<file path="config.mk">
export PLATFORM = sky130hd
export DESIGN_NAME = atahost_wb_slave
export DESIGN_NICKNAME = d
export VERILOG_FILES = /design/src/rtl/atahost_pkg.sv /design/src/rtl/atahost_wb_slave.sv
export SDC_FILE = /design/constraint.sdc
export NUM_CORES = 1
export LEC_CHECK = 0
export ABC_CLOCK_PERIOD_IN_PS = 1660
export CAP_MARGIN = 20
export CORE_ASPECT_RATIO = 0.5
export CORE_MARGIN = 10
export CORE_UTILIZATION = 30
export CTS_BUF_LIST = sky130_fd_sc_hd__clkbuf_8
export CTS_CLUSTER_DIAMETER = 100
export DETAILED_ROUTE_END_ITERATION = 8
export MAX_ROUTING_LAYER = met4
export PLACE_DENSITY_LB_ADDON = 0.15
export REMOVE_ABC_BUFFERS = 1
export SLEW_MARGIN = 30
export SYNTH_ARGS = -nofsm -noshare
export SYNTH_HDL_FRONTEND = slang
export SYNTH_SLANG_ARGS = --single-unit
</file>
<file path="constraint.sdc">
create_clock -name clk -period 1.66 [get_ports clk]
set_input_delay 0.166 -clock clk [delete_from_list [all_inputs] [get_ports clk]]
set_output_delay 0.166 -clock clk [all_outputs]
set_load 0.1 [all_outputs]
</file>
<file path="src/rtl/atahost_pkg.sv">
// ---------------------------------------------------------------------------
// atahost_pkg
//   Shared constants for the ATA host controller Wishbone slave:
//   internal register word offsets, CTRL/STAT bit positions, the revision
//   constant reported in STAT[31:24], the slave FSM state type and a
//   byte-lane merge helper used for Wishbone writes.
// ---------------------------------------------------------------------------
package atahost_pkg;

    // Internal register word offsets, i.e. byte address bits [5:2].
    localparam logic [3:0] ADR_CTRL = 4'h0;   // byte 0x00
    localparam logic [3:0] ADR_STAT = 4'h1;   // byte 0x04
    localparam logic [3:0] ADR_PCTR = 4'h2;   // byte 0x08

    // CTRL bit positions.
    localparam int CTRL_IDERST  = 0;
    localparam int CTRL_IORDYEN = 1;
    localparam int CTRL_IEN     = 2;
    localparam int CTRL_IDEEN   = 7;

    // STAT bit positions.
    localparam int STAT_IRQ     = 0;
    localparam int STAT_PIOBUSY = 7;

    // Revision constant reported in STAT[31:24].
    localparam logic [7:0] ATAHOST_REV = 8'h01;

    // Wishbone slave FSM states.
    typedef enum logic [1:0] {
        ST_IDLE     = 2'd0,
        ST_REG_ACK  = 2'd1,
        ST_PIO_WAIT = 2'd2,
        ST_PIO_ACK  = 2'd3
    } wb_state_t;

    // Replace the bytes of old_v whose select bit is set with bytes of new_v.
    function automatic logic [31:0] sel_merge(input logic [31:0] old_v,
                                              input logic [31:0] new_v,
                                              input logic [3:0]  sel);
        logic [31:0] r;
        r = old_v;
        for (int b = 0; b < 4; b++) begin
            if (sel[b]) begin
                r[b*8 +: 8] = new_v[b*8 +: 8];
            end
        end
        return r;
    endfunction

endpackage

</file>
<file path="src/rtl/atahost_wb_slave.sv">
// ---------------------------------------------------------------------------
// atahost_wb_slave
//   Wishbone slave of the ATA host controller. Decodes internal registers
//   (CTRL, STAT, PCTR) and forwards ATA device register accesses to the PIO
//   command-port core as a request/acknowledge transaction.
//
//   Handshakes:
//     Wishbone : a request is wb_cyc_i & wb_stb_i sampled in IDLE. The slave
//                answers with exactly one single-cycle pulse of wb_ack_o or
//                wb_err_o; the master drops wb_stb_i once it sees it.
//     PIO core : PIOreq rises with PIOa/PIOd/PIOwe and all four stay stable
//                until PIOack is sampled high; PIOq is valid with PIOack.
//
//   Ports:
//     clk, nReset          master clock, asynchronous active-low reset
//     wb_*                 Wishbone slave (wb_adr_i = byte address [6:2])
//     wb_inta_o            registered interrupt (STAT.IRQ & CTRL.IEN)
//     IDEctrl_rst/IDEen    CTRL register outputs to the core
//     PIO_cmdport_*        PIO timing (PCTR) and IORDY enable to the core
//     PIOreq/PIOack/PIOa/PIOd/PIOq/PIOwe   PIO command port transaction
//     irq                  synchronized device interrupt
//     dbg_state_o          current slave FSM state
// ---------------------------------------------------------------------------
module atahost_wb_slave
    import atahost_pkg::*;
#(
    parameter logic [7:0] PIO_mode0_T1   = 8'd6,
    parameter logic [7:0] PIO_mode0_T2   = 8'd28,
    parameter logic [7:0] PIO_mode0_T4   = 8'd2,
    parameter logic [7:0] PIO_mode0_Teoc = 8'd23
) (
    input  logic        clk,
    input  logic        nReset,

    input  logic        wb_cyc_i,
    input  logic        wb_stb_i,
    input  logic        wb_we_i,
    input  logic [4:0]  wb_adr_i,
    input  logic [3:0]  wb_sel_i,
    input  logic [31:0] wb_dat_i,
    output logic [31:0] wb_dat_o,
    output logic        wb_ack_o,
    output logic        wb_err_o,
    output logic        wb_inta_o,

    output logic        IDEctrl_rst,
    output logic        IDEctrl_IDEen,
    output logic [7:0]  PIO_cmdport_T1,
    output logic [7:0]  PIO_cmdport_T2,
    output logic [7:0]  PIO_cmdport_T4,
    output logic [7:0]  PIO_cmdport_Teoc,
    output logic        PIO_cmdport_IORDYen,
    output logic        PIOreq,
    input  logic        PIOack,
    output logic [3:0]  PIOa,
    output logic [15:0] PIOd,
    input  logic [15:0] PIOq,
    output logic        PIOwe,
    input  logic        irq,

    output wb_state_t   dbg_state_o
);

    localparam logic [31:0] PCTR_RESET =
        {PIO_mode0_Teoc, PIO_mode0_T4, PIO_mode0_T2, PIO_mode0_T1};

    // ---------------------------------------------------------------------
    // State
    // ---------------------------------------------------------------------
    wb_state_t   state_q;
    logic [31:0] wb_dat_q;
    logic        ack_q;
    logic        err_q;
    logic        inta_q;

    logic        ide_rst_q;
    logic        iordy_en_q;
    logic        ien_q;
    logic        ide_en_q;
    logic [31:0] pctr_q;
    logic        stat_irq_q;
    logic        irq_q;

    logic        pio_req_q;
    logic [3:0]  pio_a_q;
    logic [15:0] pio_d_q;
    logic        pio_we_q;

    // ---------------------------------------------------------------------
    // Decode
    // ---------------------------------------------------------------------
    logic        wb_req_d;
    logic        dev_sel_d;     // byte address bit 6: ATA device register
    logic [3:0]  reg_idx_d;
    logic [31:0] rd_data_d;
    logic        irq_rise_d;
    logic        stat_clr_d;

    assign wb_req_d   = wb_cyc_i & wb_stb_i;
    assign dev_sel_d  = wb_adr_i[4];
    assign reg_idx_d  = wb_adr_i[3:0];
    assign irq_rise_d = irq & ~irq_q;

    // A STAT write with byte lane 0 enabled and bit0 = 0 clears IRQ.
    assign stat_clr_d = (state_q == ST_IDLE) & wb_req_d & ~dev_sel_d & wb_we_i &
                        (reg_idx_d == ADR_STAT) & wb_sel_i[0] & ~wb_dat_i[STAT_IRQ];

    // Internal register read mux; unmapped offsets read as zero.
    always_comb begin
        rd_data_d = 32'h0;
        case (reg_idx_d)
            ADR_CTRL: begin
                rd_data_d[CTRL_IDERST]  = ide_rst_q;
                rd_data_d[CTRL_IORDYEN] = iordy_en_q;
                rd_data_d[CTRL_IEN]     = ien_q;
                rd_data_d[CTRL_IDEEN]   = ide_en_q;
            end
            ADR_STAT: begin
                rd_data_d[STAT_IRQ]     = stat_irq_q;
                rd_data_d[STAT_PIOBUSY] = (state_q == ST_PIO_WAIT);
                rd_data_d[31:24]        = ATAHOST_REV;
            end
            ADR_PCTR: begin
                rd_data_d = pctr_q;
            end
            default: begin
                rd_data_d = 32'h0;
            end
        endcase
    end

    // ---------------------------------------------------------------------
    // Slave FSM, registers and interrupt
    // ---------------------------------------------------------------------
    always_ff @(posedge clk or negedge nReset) begin
        if (!nReset) begin
            state_q    <= ST_IDLE;
            wb_dat_q   <= 32'h0;
            ack_q      <= 1'b0;
            err_q      <= 1'b0;
            inta_q     <= 1'b0;
            ide_rst_q  <= 1'b1;
            iordy_en_q <= 1'b0;
            ien_q      <= 1'b0;
            ide_en_q   <= 1'b0;
            pctr_q     <= PCTR_RESET;
            stat_irq_q <= 1'b0;
            irq_q      <= 1'b0;
            pio_req_q  <= 1'b0;
            pio_a_q    <= 4'h0;
            pio_d_q    <= 16'h0;
            pio_we_q   <= 1'b0;
        end else begin
            // Interrupt: a new rising edge wins over a simultaneous clear.
            irq_q <= irq;
            if (irq_rise_d) begin
                stat_irq_q <= 1'b1;
            end else if (stat_clr_d) begin
                stat_irq_q <= 1'b0;
            end
            inta_q <= stat_irq_q & ien_q;

            case (state_q)
                ST_IDLE: begin
                    if (wb_req_d) begin
                        if (!dev_sel_d) begin
                            // Internal register access, answered next cycle.
                            wb_dat_q <= rd_data_d;
                            ack_q    <= 1'b1;
                            state_q  <= ST_REG_ACK;
                            if (wb_we_i) begin
                                case (reg_idx_d)
                                    ADR_CTRL: begin
                                        if (wb_sel_i[0]) begin
                                            ide_rst_q  <= wb_dat_i[CTRL_IDERST];
                                            iordy_en_q <= wb_dat_i[CTRL_IORDYEN];
                                            ien_q      <= wb_dat_i[CTRL_IEN];
                                            ide_en_q   <= wb_dat_i[CTRL_IDEEN];
                                        end
                                    end
                                    ADR_PCTR: begin
                                        pctr_q <= sel_merge(pctr_q, wb_dat_i, wb_sel_i);
                                    end
                                    default: begin
                                        // STAT is handled with the interrupt
                                        // logic; other offsets ignore writes.
                                    end
                                endcase
                            end
                        end else if (wb_sel_i[1:0] == 2'b11) begin
                            // ATA device registers are 16 bits wide.
                            pio_req_q <= 1'b1;
                            pio_a_q   <= reg_idx_d;
                            pio_d_q   <= wb_dat_i[15:0];
                            pio_we_q  <= wb_we_i;
                            state_q   <= ST_PIO_WAIT;
                        end else begin
                            // Partial-width device access is refused.
                            err_q   <= 1'b1;
                            state_q <= ST_REG_ACK;
                        end
                    end
                end

                ST_REG_ACK: begin
                    ack_q   <= 1'b0;
                    err_q   <= 1'b0;
                    state_q <= ST_IDLE;
                end

                ST_PIO_WAIT: begin
                    // The ATA cycle always runs to completion; the ack is
                    // only given if the master is still in its cycle.
                    if (PIOack) begin
                        pio_req_q <= 1'b0;
                        pio_we_q  <= 1'b0;
                        wb_dat_q  <= {16'h0, PIOq};
                        ack_q     <= wb_cyc_i;
                        state_q   <= ST_PIO_ACK;
                    end
                end

                ST_PIO_ACK: begin
                    ack_q   <= 1'b0;
                    state_q <= ST_IDLE;
                end

                default: begin
                    state_q <= ST_IDLE;
                end
            endcase
        end
    end

    // ---------------------------------------------------------------------
    // Outputs
    // ---------------------------------------------------------------------
    assign wb_dat_o            = wb_dat_q;
    assign wb_ack_o            = ack_q;
    assign wb_err_o            = err_q;
    assign wb_inta_o           = inta_q;

    assign IDEctrl_rst         = ide_rst_q;
    assign IDEctrl_IDEen       = ide_en_q;
    assign PIO_cmdport_IORDYen = iordy_en_q;
    assign PIO_cmdport_T1      = pctr_q[7:0];
    assign PIO_cmdport_T2      = pctr_q[15:8];
    assign PIO_cmdport_T4      = pctr_q[23:16];
    assign PIO_cmdport_Teoc    = pctr_q[31:24];

    assign PIOreq              = pio_req_q;
    assign PIOa                = pio_a_q;
    assign PIOd                = pio_d_q;
    assign PIOwe               = pio_we_q;

    assign dbg_state_o         = state_q;

endmodule

</file>
=== Word level (Yosys, flattened, before mapping) ===
Index checks and enable logic that the tools add are counted.

* Add/sub/neg operators: 0
* $mul: 0
* Div/mod/pow operators: 0
* Magnitude comparators: 0
* Equality and inequality tests: 12
* Shift operators: 0
* Mux-type cells: 34
* Bitwise gates (word level): 12
* Reduce and logical (&&, ||, !) cells: 17

{| class="wikitable"
|+ Operators by type and width
! kind !! count
|-
| $mux W32 || 3
|-
| $pmux W32 S2 || 1
|-
| $reduce_and A6 Y1 || 5
|-
| $mux W16 || 1
|-
| $pmux W8 S2 || 1
|-
| $mux W1 || 15
|-
| $reduce_and A4 Y1 || 3
|-
| $ne A2 B2 Y1 const B || 5
|-
| $and A1 B1 Y1 || 9
|-
| $mux W2 || 4
|-
| $pmux W1 S2 || 4
|-
| $eq A2 B2 Y1 const B || 3
|-
| $pmux W1 S3 || 2
|-
| $pmux W2 S3 || 1
|-
| $reduce_bool A2 Y1 || 3
|-
| $reduce_and A5 Y1 || 1
|-
| $eq A4 B1 Y1 const B || 1
|-
| $eq A4 B2 Y1 const B || 1
|-
| $logic_not A4 Y1 || 1
|-
| $mux W4 || 1
|-
| $pmux W2 S2 || 1
|-
| $not A1 Y1 || 3
|-
| $reduce_and A3 Y1 || 1
|-
| $eq A2 B1 Y1 const B || 1
|-
| 4 further kinds || 4
|}

* Register bits: 97
* Latch bits: 0
* Memory bits (writable): 0
* Bits in read-only memories: 0
* Input bits: 64
* Output and inout bits: 94
* Memories kept: 0

=== Longest topological paths before layout ===
* Depth in word-level cells: 9
* Mapped depth: 7
* Mapped depth without buffers: 4

=== Least setup slack after synthesis ===
Ideal clock, no wire load.

* Path kind: reg2reg
* From: register state_q[1] (netlist: dbg_state_o[1])
* To: register pctr_q[0]
* Setup time: 126 ps
* Arrival: 2162 ps
* Required time: 1534 ps
* Setup slack: -628 ps
* Stages on the path, launching flop included: 7
* Path buffers: 2
* Period minus slack after synthesis: 2288 ps
* Cells stage by stage: dfrtp_1 > buf_2 > and4bb_2 > and3_1 > buf_6 > nand2_8 > mux2_4

* Word-level cells in the longest chain between the ends: 2

{| class="wikitable"
|+ RTL lines
! what !! RTL line !! text
|-
| start, declared || atahost_wb_slave.sv:70 || <nowiki>wb_state_t state_q;</nowiki>
|-
| start signal, assigned || atahost_wb_slave.sv:137 || <nowiki>state_q <= ST_IDLE;</nowiki>
|-
| start signal, assigned || atahost_wb_slave.sv:170 || <nowiki>state_q <= ST_REG_ACK;</nowiki>
|-
| start signal, assigned || atahost_wb_slave.sv:196 || <nowiki>state_q <= ST_PIO_WAIT;</nowiki>
|-
| $logic_not A2 Y1 || atahost_wb_slave.sv:163 || <nowiki>case (state_q)</nowiki>
|-
| $reduce_and A6 Y1 (no source line) || -- ||
|-
| end signal, assigned || atahost_wb_slave.sv:182 || <nowiki>pctr_q <= sel_merge(pctr_q, wb_dat_i, wb_sel_i);</nowiki>
|-
| end, declared || atahost_wb_slave.sv:80 || <nowiki>logic [31:0] pctr_q;</nowiki>
|}

Every way passes these cells.
A chain may end at the register's enable or synchronous reset.

=== Worst setup path in the final report ===
* From: register state_q[1] (netlist: dbg_state_o[1])
* To: register pio_d_q[1] (netlist: PIOd[1])

* Word-level cells in the longest chain between the ends: 2

{| class="wikitable"
|+ RTL lines
! what !! RTL line !! text
|-
| $logic_not A2 Y1 || atahost_wb_slave.sv:163 ||
|-
| $reduce_and A4 Y1 (no source line) || -- ||
|-
| end signal, assigned || atahost_wb_slave.sv:194 || <nowiki>pio_d_q <= wb_dat_i[15:0];</nowiki>
|-
| end, declared || atahost_wb_slave.sv:86 || <nowiki>logic [15:0] pio_d_q;</nowiki>
|}

Every way passes these cells.

==> key figures <==
Floorplanning
  – Die width: 187.0 um
  – # IOs: 158
  – Die height: 103.5 um
  – Starting Density: 0.3079
  – Cell Rows: 30
  – Die ar.: 19360 um^2
  – Core Region: 13590 um^2

Job
  – Maximum capacitance violations: 0

Synth
  – Synth Instances: 333
  – Distinct cells, synth: 38
  – Post-synth EDFFs: 0
  – Syn Area/Cell: 12.56 um^2
  – Sequential area share after synthesis: 0.5834
  – Synth async-reset ratio: 1.000
  – #FFs+latches synth: 97
  – Mapped Area: 4184 um^2
  – Top_reg_cell synth: dfrtp_1
  – Warnings, synthesis: 0

Pwr
  – Leakage Power: 0.003467 uW
  – VDD IR max: 0.7028 mV
  – Pwr Total: 10390 uW
  – Pwr Density: 1353 nW/um^2

Timing
  – Headroom to the max-slew limit: 0.6970
  – # setup viols final: 10
  – Slew Viols, Final: 0
  – Fin Clk Skew: 9.843 ps
  – Worst slew pin tran: 454.5 ps
  – RSZ-0062 raised after global routing: yes
  – Fmax: 595.2 MHz
  – Final worst slack: -20.19 ps
  – Crit share post-route: 1.012
  – Final min period: 1680 ps
  – Final-report hold violation count: 0

Clock tree
  – Clock-pin slew on the worst setup and hold paths: 90 ps
  – CTS max path bufs: 2
  – Clk_lat worst skew: 360 ps
  – Total clock sinks: 97
  – TritonCTS clock tree: done
  – H-Tree Level Count: 3
  – Clock root buffer: clkbuf_8
  – Cts bufs inserted: 9

Critical path
  – R2R setup slack: -20 ps
  – Worst r2r path cells: 5
  – WP data arrival: 1930 ps
  – CP Launch Type: flop
  – Critical path required time: 1910 ps
  – Crit path capture: PIOd[1]
  – Worst R2R Start: dbg_state_o[1]
  – Crit Path Class: flop to flop
  – CP Max Fanout: 5
  – R2R Path End: PIOd[1]
  – Worst Setup SP: dbg_state_o[1]
  – Crit. End Element: flop

Route
  – DR pass1 iterations: 4
  – Avg Vias per Cell: 4.499
  – Via count: 3271
  – Post-route ant nets: 0
  – Total wire length: 13350 um
  – DR iter-0 viols: 143
  – WL per Instance: 18.37 um
  – DRC: 0

Global routing
  – Vias in the first global route: 3446
  – Number of antenna violations at the first check in global routing: 0
  – Pin count of the biggest net entering global routing: 35
  – Gr ovfl total: 0
  – Overall Global Routing Usage: 0.1378
  – Global-route wire length before repair: 20620 um

Worst hold path
  – Hold_sp: irq
  – HP Class: input port to flop

Placement
  – Placer Congestion: 0.7850
  – I/O Buffers: 157
  – Dpl hpwl: 9983 um
  – DP Area: 7178 um^2

Final layout
  – Filler cells: 1162
  – Area Overhead vs Synth: 83.55%
  – Multi-input logic area: 1737 um^2
  – Most frequent cells in the layout: buf_12 (100), dfrtp_1 (86), clkdlybuf4s50_1 (61)
  – Register area: 2441 um^2
  – Total Nets Final: 594
  – Design Area, Final: 7680 um^2
  – Ratio of cells with drive above 1 in the final layout: 0.4280
  – Commonest non-fill, non-tap cell in the layout: buf_12
  – N_diodes: 0

Outcome
  – Failing checks: negative setup slack
  – Status: finished with violations
## cell families (layout without fill, tap and decap cells)
logic type	Yosys count	after routing	share of synthesized area
multiplexers	56	56	0.1794
flip-flops	97	97	0.5834
AND/OR/NAND/NOR	118	118	0.1501
buffers and inverters	21	223	0.02571
AO/OA/AOI/OAI	41	41	0.06130
## area by class of cell
type | instances | area share
repair buffers | 203 | 0.3917
flip-flops and latches | 97 | 0.3179
multi-input cells | 215 | 0.2261
well taps | 192 | 0.03128
clock buffers | 10 | 0.01792
clock inverters | 6 | 0.01320
inverters | 4 | 0.001955
## critical path, stage by stage (launching register included)
cell and delay [ps]:
dfrtp_1 430, or3_4 410, nor2_4 130, buf_12 140, clkbuf_16 160, mux2_4 300
## cells in the mapped netlist (2+ instances only)
cell type   n  area [um^2]
nor2b_1     4        25.02
o21ai_0     7        35.03
a31oi_1    14        87.58
a221oi_1    3        26.28
clkbuf_1    9        33.78
nor2_1     17        63.81
a22o_1      2        17.52
nand2_8     4        80.08
dfstp_2    11        289.0
inv_1       4        15.01
buf_6       3        33.78
and2_1      2        12.51
o21ai_1     3        15.01
dfrtp_1    86         2152
mux2_4     32        480.5
nand3_1    28        140.1
mux2_1     20        225.2
a21oi_1     7        35.03
nand2_1    50        187.7
mux2_2      4        45.04
buf_2       5        25.02
nand4_1     2        12.51
## per-stage QoR
stage               cells  hold WS (ps)    util  setup WS, ps  TNS, ps
finish                727         288.4  0.5652        -20.19   -133.7
global route          727         266.7  0.5652        -69.87    -2109
floorplan             316        -129.6       -         -1694   -89700
CTS                   722         266.1  0.5513         4.668        0
global placement      703         155.5  0.5283        -287.1   -20200
detailed placement    703         154.9  0.5283        -327.3   -22470
## worst min path at each step
stage | cells after the start | slack [ps] | to
4_1_cts | 1 | 270 | irq_q
3_3_place_gp | 1 | 160 | PIOd[3]
3_5_place_dp | 1 | 150 | PIOd[3]
5_1_grt | 1 | 270 | irq_q
6_report | 1 | 290 | irq_q
2_1_floorplan | 0 | -130 | IDEctrl_IDEen
## flip-flops by register name (all words and copies together), names as in the netlist, 2 cells and up
signal,count
wb_dat_o,32
PIOa,4
dbg_state_o,2
pctr_q,32
PIOd,16
## per-layer routing
metal | global-route usage | routed length [um] | up-vias
met5 | - | 0 | -
met4 | 0.02860 | 125 | 0
met3 | 0.03983 | 550 | 8
met2 | 0.2266 | 6780 | 74
met1 | 0.1652 | 5897 | 1629
li1 | - | - | 1560
## power breakdown
part	switching (uW)	leakage [uW]	total, uW	internal, uW
sequential	416	0.00124	3160	2740
clock	820	0.000130	1850	1030
combinational	3390	0.00210	5380	1990
## timing repair
item                       in CTS  in global routing
buffers inserted                2                  2
gates cloned                    0                  3
resized for setup               6                 26
setup endpoints to repair      53                 70
pin swaps                       2                  3
hold buffers                    1                  0
hold endpoints to repair       26                  0
Note: power is estimated with default switching activity, not from simulation.
